### config.mk
export PLATFORM = sky130hd
export DESIGN_NAME = scr1_pipe_fpwb
export DESIGN_NICKNAME = d
export VERILOG_FILES = /design/src/rtl/scr1_fpu_pkg.sv /design/src/rtl/scr1_pipe_fpwb_fifo.sv /design/src/rtl/scr1_pipe_fpwb.sv
export SDC_FILE = /design/constraint.sdc
export NUM_CORES = 1
export LEC_CHECK = 0
export CORE_MARGIN = 3
export CORE_UTILIZATION = 30
export CTS_CLUSTER_SIZE = 10
export DETAILED_ROUTE_END_ITERATION = 16
export GPL_TIMING_DRIVEN = 0
export PLACE_DENSITY = 0.51
export SKIP_CTS_REPAIR_TIMING = 1
export SLEW_MARGIN = 20
export SYNTH_ARGS = -nofsm -noshare
export SYNTH_HDL_FRONTEND = slang
export SYNTH_SLANG_ARGS = --single-unit
export TNS_END_PERCENT = 50
### constraint.sdc
create_clock -name clk -period 8.69 [get_ports clk]
set_clock_uncertainty 0.05 [all_clocks]
set_input_delay 1.738 -clock clk [delete_from_list [all_inputs] [get_ports clk]]
set_output_delay 1.738 -clock clk [all_outputs]
set_load 0.02 [all_outputs]
### src/rtl/scr1_fpu_pkg.sv
// Shared FP types for the FP write-back path: register address, flags and the
// buffered write-back entry.
package scr1_fpu_pkg;

  localparam int unsigned SCR1_XLEN = 32;
  localparam int unsigned FPRF_AW   = 5;

  typedef logic [4:0]         fp_fflags_t;
  typedef logic [FPRF_AW-1:0] fp_addr_t;

  typedef struct packed {
    fp_addr_t               rd;
    logic [SCR1_XLEN-1:0]   data;
    fp_fflags_t             fflags;
  } fp_wb_entry_t;

endpackage

### src/rtl/scr1_pipe_fpwb_fifo.sv
// Synchronous FIFO of FP write-back entries; full/empty come from a registered
// occupancy count so they never depend combinationally on push or pop.
module scr1_pipe_fpwb_fifo
  import scr1_fpu_pkg::*;
#(
  parameter int unsigned DEPTH = 2
) (
  input  logic         clk,
  input  logic         rst,
  input  logic         push,
  input  fp_wb_entry_t din,
  input  logic         pop,
  output fp_wb_entry_t dout,
  output logic         full,
  output logic         empty
);

  localparam int unsigned PTR_W = (DEPTH > 1) ? $clog2(DEPTH) : 1;

  fp_wb_entry_t     mem [DEPTH];
  logic [PTR_W-1:0] wr_ptr;
  logic [PTR_W-1:0] rd_ptr;
  logic [PTR_W:0]   count;

  assign full  = (count == (PTR_W + 1)'(DEPTH));
  assign empty = (count == '0);
  assign dout  = mem[rd_ptr];

  // DEPTH is a power of two, so the pointers wrap by natural overflow.
  always_ff @(posedge clk) begin
    if (rst) begin
      wr_ptr <= '0;
      rd_ptr <= '0;
      count  <= '0;
    end else begin
      if (push) wr_ptr <= wr_ptr + 1'b1;
      if (pop)  rd_ptr <= rd_ptr + 1'b1;
      if (push && !pop)      count <= count + 1'b1;
      else if (pop && !push) count <= count - 1'b1;
    end
  end

  always_ff @(posedge clk) begin
    if (push) mem[wr_ptr] <= din;
  end

endmodule

### src/rtl/scr1_pipe_fpwb.sv
// FP write-back stage: arbitrates FLW load data over buffered FPU results onto the
// single FPRF write port and tracks per-register busy bits for decode hazards.
module scr1_pipe_fpwb
  import scr1_fpu_pkg::*;
#(
  parameter int unsigned FIFO_DEPTH = 2,
  parameter int unsigned DATA_W     = SCR1_XLEN
) (
  input  logic              clk,
  input  logic              rst,
  input  logic              iss_vld_i,
  input  logic [4:0]        iss_rd_i,
  output logic              iss_rdy_o,
  input  logic [4:0]        rs1_addr_i,
  input  logic [4:0]        rs2_addr_i,
  input  logic [4:0]        rs3_addr_i,
  output logic              rs1_busy_o,
  output logic              rs2_busy_o,
  output logic              rs3_busy_o,
  input  logic              fpu_vld_i,
  output logic              fpu_rdy_o,
  input  logic [4:0]        fpu_rd_i,
  input  logic [DATA_W-1:0] fpu_data_i,
  input  logic [4:0]        fpu_fflags_i,
  input  logic              lsu_vld_i,
  input  logic [4:0]        lsu_rd_i,
  input  logic [DATA_W-1:0] lsu_data_i,
  output logic              w_req_o,
  output logic [4:0]        rd_addr_o,
  output logic [DATA_W-1:0] rd_data_o,
  output logic              fflags_vld_o,
  output logic [4:0]        fflags_o
);

  fp_wb_entry_t      fpu_entry;
  fp_wb_entry_t      head;
  logic              fifo_full;
  logic              fifo_empty;
  logic              fifo_push;
  logic              fifo_pop;
  logic              fpu_xfer;

  logic              w_req_q;
  logic [4:0]        rd_addr_q;
  logic [DATA_W-1:0] rd_data_q;
  logic              fflags_vld_q;
  logic [4:0]        fflags_q;
  logic [31:0]       busy_q;
  logic [31:0]       busy_d;

  // The buffered entry carries SCR1_XLEN data bits; DATA_W is expected to match.
  assign fpu_entry = '{rd: fpu_rd_i, data: fpu_data_i, fflags: fpu_fflags_i};

  assign fpu_rdy_o = !fifo_full;
  assign fpu_xfer  = fpu_vld_i & fpu_rdy_o;
  assign fifo_pop  = !lsu_vld_i & !fifo_empty;
  // Bypass only when nothing older is queued and the port is free this cycle.
  assign fifo_push = fpu_xfer & (lsu_vld_i | !fifo_empty);

  scr1_pipe_fpwb_fifo #(
    .DEPTH (FIFO_DEPTH)
  ) u_fifo (
    .clk   (clk),
    .rst   (rst),
    .push  (fifo_push),
    .din   (fpu_entry),
    .pop   (fifo_pop),
    .dout  (head),
    .full  (fifo_full),
    .empty (fifo_empty)
  );

  always_ff @(posedge clk) begin
    if (rst) begin
      w_req_q      <= 1'b0;
      rd_addr_q    <= '0;
      rd_data_q    <= '0;
      fflags_vld_q <= 1'b0;
      fflags_q     <= '0;
    end else if (lsu_vld_i) begin
      w_req_q      <= 1'b1;
      rd_addr_q    <= lsu_rd_i;
      rd_data_q    <= lsu_data_i;
      fflags_vld_q <= 1'b0;
      fflags_q     <= '0;
    end else if (!fifo_empty) begin
      w_req_q      <= 1'b1;
      rd_addr_q    <= head.rd;
      rd_data_q    <= head.data;
      fflags_vld_q <= 1'b1;
      fflags_q     <= head.fflags;
    end else if (fpu_xfer) begin
      w_req_q      <= 1'b1;
      rd_addr_q    <= fpu_rd_i;
      rd_data_q    <= fpu_data_i;
      fflags_vld_q <= 1'b1;
      fflags_q     <= fpu_fflags_i;
    end else begin
      w_req_q      <= 1'b0;
      fflags_vld_q <= 1'b0;
    end
  end

  assign w_req_o      = w_req_q;
  assign rd_addr_o    = rd_addr_q;
  assign rd_data_o    = rd_data_q;
  assign fflags_vld_o = fflags_vld_q;
  assign fflags_o     = fflags_q;

  assign iss_rdy_o  = !busy_q[iss_rd_i];
  assign rs1_busy_o = busy_q[rs1_addr_i];
  assign rs2_busy_o = busy_q[rs2_addr_i];
  assign rs3_busy_o = busy_q[rs3_addr_i];

  // Set is applied after clear so a same-edge re-issue keeps the register busy.
  always_comb begin
    busy_d = busy_q;
    if (w_req_q) busy_d[rd_addr_q] = 1'b0;
    if (iss_vld_i && iss_rdy_o) busy_d[iss_rd_i] = 1'b1;
  end

  always_ff @(posedge clk) begin
    if (rst) busy_q <= '0;
    else     busy_q <= busy_d;
  end

`ifndef SYNTHESIS
  always_ff @(posedge clk) begin
    if (!rst && w_req_q) begin
      assert (busy_q[rd_addr_q])
      else $warning("fpwb: write-back to non-busy f%0d", rd_addr_q);
    end
  end
`endif

endmodule
==> implementation parameters, run 1 <==
Parameter                              Value

Final layout
  Nets    between 1000 and 1500
  Antenna fix cells    0
  Fraction of final layout cells sized beyond drive strength 1    between 7 and 8%
  Layout area overhead    31.8%
  Finished Cell Area    10700 sq um
  Fillers    2600

Critical path
  Worst Path Max Fanout    10
  Critical Path Max Stage Delay    0.69 ns
  Cell count of the worst reg-to-reg path    5
  Data arrival time of the worst path    roughly 4.6 ns
  Critical Path RT    about 6.9 ns
  Slowest stage cell, crit path    sky130_fd_sc_hd__clkdlybuf4s50_1
  Endpoint of the worst register-to-register path    u_fifo.mem[0][41]
  Type of element capturing the critical path    output port
  Kind of launch point of the worst setup path    primary input
  Chain of cells forming the critical path    clkdlybuf4s50_1 > clkbuf_1 > mux4_2 > o22ai_1 > nor3_1 > nor4_1 > clkdlybuf4s50_1
  Startpoint of the lowest-slack register-to-register path    u_fifo.count[0]
  FF-to-FF setup slack    a little over 6 ns
  Most common cell on crit path    sky130_fd_sc_hd__clkdlybuf4s50_1
  Category of the critical setup timing path    primary input to output port

Power and ir drop
  Leakage power summed over all cells    approximately 3.6 nW
  Proportion of power drawn by flip-flops and latches    between 30% and 40%
  Net switching power    0.783 mW
  Fraction of power consumed by combinational cells    ~29%
  Ratio of total power to cell area    roughly 230 nW/um^2
  Clock Power Share    a little under a third
  Proportion of total power due to net switching    31.6%
  Total internal power    between 1.5 and 2 mW
  Worst voltage drop across the vdd grid    around 0.18 mV

Routing
  Per-cell via count in the routed design    5.18
  First-pass iteration count of the detailed router    5
  Via total after detailed routing    approximately 6600
  Residual DRC    0
  Remaining antenna violation count after routing    0
  Post-Route WL    ~25000 um
  Number of DRC markers in iteration 0    between 400 and 500
  Detail-routed net length per standard cell    about 20 um

Synth
  Warnings, synthesis    0
  Compound-Gate Fraction of Synth Area    between 10% and 20%
  Mapped Cells    around 750
  Top_reg_cell synth    sky130_fd_sc_hd__edfxtp_1
  Post-synthesis share of cell area spent on full adders, half adders and majority gates    0.154%
  Proportion of synthesized chip area in sequential cells    between 50% and 60%
  Post-Syn Area    between 8000 and 9000 sq um
  Async set or reset register ratio after synthesis    0%
  Number of enable-type register cells in the synthesized netlist    84
  Portion of netlist area occupied by mux cells    14.4%
  Syn avg cell area    10.8 sq um
  Number of synthesized register bits    between 150 and 200
  Combinational family with the most area after synthesis    simple AND/OR/NAND/NOR gates
  Post-synthesis net count    between 800 and 900
  Unique cell type count in the Yosys netlist    46
  Xor and xnor area share after synthesis    less than 1%
  Post-Synth Simple-Gate Area    between 10% and 20%

Placement
  Placement-stage cell area    between 10000 and 15000 sq um
  PortBufs    148
  Worst slack at placement    ~2.3 ns
  Half-perimeter wire length after detailed placement    between 15000 and 20000 um
  Placer congestion estimate    approximately 0.81

Global routing
  Global routing usage summed across all routing layers    ~17%
  Overflow after GRT    0
  Vias in the first global route    between 6000 and 7000
  Number of antenna violations at the first check in global routing    2
  First-pass GRT wire length    between 30000 and 40000 um
  Pin count of the biggest net entering global routing    23

Floorplanning
  Std-Cell Core Area    26400 sq um
  Die Span Y    171 um
  Starting utilization of the core area    30.8%
  Width of the die    between 150 and 200 um
  Site Rows    59
  Die area    29100 sq um
  Number of placed I/O pins    about 150

Clock tree
  Clock latency of the later-clocked register in the worst-skew pair    around 0.43 ns
  Clock transition time at the flip-flop clock pins of the worst setup and hold paths    roughly 0.07 ns
  Inserted Clock Buffers    17
  CTS tree    yes
  Clock sink total    165
  Clock Tree Root    sky130_fd_sc_hd__clkbuf_16
  Maximum buffer depth of the clock tree    2
  H-Tree Level Count    4

Job
  Maximum Capacitance Violations    0

Timing
  Min setup slack post-route    around 2.3 ns
  Fmax    158 MHz
  RSZ-0062 raised after global routing    false
  Final clock period utilization by the worst path    about 73%
  Max Slew Vio Count    0
  Final hold vios    0
  Final sum of negative setup slack    0 ns
  Final-layout worst hold slack    0.443 ns
  Headroom to the max-slew limit    approximately half
  Worst Max-Slew Pin Slew    0.725 ns
  Count of endpoints failing setup in the final report    0
  Final worst path period need    ~6.3 ns

Min path
  Cells on Worst Hold Path    2
  Worst min path class    flop to flop
  Hold path startpoint    rd_data_o[13]
  Hold worst-path end    rd_data_o[13]

Status
  Result of the run    completed
==> worst max-delay path by stage <==
stage	startpoint	end	slack, ns	cells past startpoint
after floorplan	iss_rd_i[0]	iss_rdy_o	3.51	6
after global placement	fpu_vld_i	u_fifo.mem[1][8]	1.62	5
after detailed placement	iss_rd_i[1]	iss_rdy_o	2.32	7
after CTS	iss_rd_i[1]	iss_rdy_o	2.32	7
after global routing	iss_rd_i[1]	iss_rdy_o	2.21	7
final	iss_rd_i[1]	iss_rdy_o	2.35	7
==> worst max-delay path, delay by kind of cell <==
family,cells,cell delay (ns)
simple gates,2,0.47
mux,1,0.41
compound gates,1,0.17
buf+inv,3,1.76
==> through the flow <==
step           power (mW)  cells  utilization, %
2_1_floorplan        1.43    754               -
5_1_grt              2.60   1271            40.6
4_1_cts              2.50   1271            40.6
3_5_place_dp         1.73   1240            38.4
6_report             2.48   1271            40.6
3_3_place_gp         1.72   1237            38.0
==> sequential cells by signal (all words and copies together) (netlist names), 2 cells and up, named ones only <==
name	count
busy_q	32
fflags_o	5
rd_addr_o	5
rd_data_o	32
u_fifo.count	2
u_fifo.mem	84
==> routing by layer <==
| metal | vias up | part of all wire [%] | track usage [%] |
|---|---|---|---|
| li1 | 3189 | - | - |
| met1 | 3164 | 45 | 22.8 |
| met2 | 186 | 47 | 28.3 |
| met3 | 36 | 5.6 | 4.14 |
| met4 | 4 | 2.0 | 5.08 |
| met5 | - | 0.11 | 0 |
==> cell families after synthesis <==
logic type / count (synthesis)
AOI/OAI and AO/OA: 156
xor gates and xnor gates: 4
adders and majority gates: 1
buffers and inverters: 64
DFF: 165
muxes: 101
and+or+nand+nor: 263
==> cell usage in the layout, fill, tap and decap left out, types with 9 or more instances in the layout <==
cell                              instances
sky130_fd_sc_hd__o21ai_0                 18
sky130_fd_sc_hd__nor2b_1                 29
sky130_fd_sc_hd__o21ai_1                 29
sky130_fd_sc_hd__nand3b_1                21
sky130_fd_sc_hd__nand2b_1                11
sky130_fd_sc_hd__mux2i_1                 82
sky130_fd_sc_hd__nor3_1                  39
sky130_fd_sc_hd__clkbuf_16               17
sky130_fd_sc_hd__a22oi_1                  9
sky130_fd_sc_hd__nor2_1                  51
sky130_fd_sc_hd__mux4_2                  12
sky130_fd_sc_hd__clkdlybuf4s50_1        148
sky130_fd_sc_hd__a211oi_1                50
sky130_fd_sc_hd__edfxtp_1                84
sky130_fd_sc_hd__nor4b_1                 37
sky130_fd_sc_hd__clkbuf_1                48
sky130_fd_sc_hd__nand2_1                 28
sky130_fd_sc_hd__dfxtp_1                 81
sky130_fd_sc_hd__nand3_1                 15
sky130_fd_sc_hd__a21oi_1                 44
sky130_fd_sc_hd__buf_2                   12
==> cell type report <==
type / instances / area (sq um) / area share [%]
Inverter: 2 / 7.51 / 0.0702
Tap cell: 335 / 419 / 3.92
Clock buffer: 19 / 433 / 4.05
Multi-Input combinational cell: 525 / 3710 / 34.7
Buffer: 62 / 270 / 2.53
Sequential cell: 165 / 4140 / 38.7
Clock inverter: 12 / 155 / 1.45
Timing Repair Buffer: 151 / 1560 / 14.5
==> cells in the mapped netlist (all sizes together), types with 7 or more instances <==
library cell | number | area share [%]
buf | 16 | 1.2
nor3 | 39 | 2.4
nand2b | 11 | 0.85
nand3b | 21 | 1.9
clkbuf | 46 | 2.1
mux4 | 12 | 3.3
nand3 | 15 | 0.92
mux2i | 82 | 10
nor2b | 29 | 2.2
a22oi | 9 | 0.83
nand2 | 28 | 1.3
o21ai | 51 | 3.3
mux2 | 7 | 0.97
nor4b | 37 | 4.0
edfxtp | 84 | 31
a21oi | 44 | 2.7
dfxtp | 81 | 20
a211oi | 50 | 4.6
nor2 | 53 | 2.5
==> power groups by stage <==
| stage | clock network [mW] | logic, mW | registers, mW |
|---|---|---|---|
| 5_1_grt | 0.814 | 0.796 | 0.994 |
| 2_1_floorplan | 0 | 0.384 | 1.04 |
| 4_1_cts | 0.782 | 0.738 | 0.983 |
| 3_5_place_dp | 0 | 0.734 | 0.998 |
| 3_3_place_gp | 0 | 0.716 | 1.00 |
| 6_report | 0.767 | 0.729 | 0.982 |
(Power assumes the default switching activity.)
==> inputs of run 2 (changes only) <==
==> constraint.sdc (replaced) <==
create_clock -name clk -period 5.95 [get_ports clk]
set_clock_uncertainty 0.05 [all_clocks]
set_input_delay 1.19 -clock clk [delete_from_list [all_inputs] [get_ports clk]]
set_output_delay 1.19 -clock clk [all_outputs]
set_load 0.02 [all_outputs]
==> results of run 2 <==
The final DEF is identical to that of run 1. Status: completed.
Among the figures that moved: setup slack after placement 2.32 ns -> 0.673 ns; setup slack after layout 2.35 ns -> 0.701 ns; register-to-register setup slack 6.09 ns -> 3.35 ns; total power 2.48 mW -> 3.62 mW; worst IR drop on VDD 0.175 mV -> 0.256 mV
==> inputs of run 3 (changes only) <==
--- a/config.mk
+++ b/config.mk
@@ -12,6 +12,7 @@
 export GPL_TIMING_DRIVEN = 0
 export PLACE_DENSITY = 0.51
 export SKIP_CTS_REPAIR_TIMING = 1
+export SKIP_LAST_GASP = 1
 export SLEW_MARGIN = 20
 export SYNTH_ARGS = -nofsm -noshare
 export SYNTH_HDL_FRONTEND = slang
==> constraint.sdc (replaced) <==
create_clock -name clk -period 5.9 [get_ports clk]
set_clock_uncertainty 0.05 [all_clocks]
set_input_delay 1.18 -clock clk [delete_from_list [all_inputs] [get_ports clk]]
set_output_delay 1.18 -clock clk [all_outputs]
set_load 0.02 [all_outputs]
==> results of run 3 <==
The final DEF is identical to that of run 1. Status: completed.
Among the figures that moved: setup slack after placement 2.32 ns -> 0.643 ns; setup slack after layout 2.35 ns -> 0.671 ns; register-to-register setup slack 6.09 ns -> 3.30 ns; total power 2.48 mW -> 3.65 mW; worst IR drop on VDD 0.175 mV -> 0.258 mV
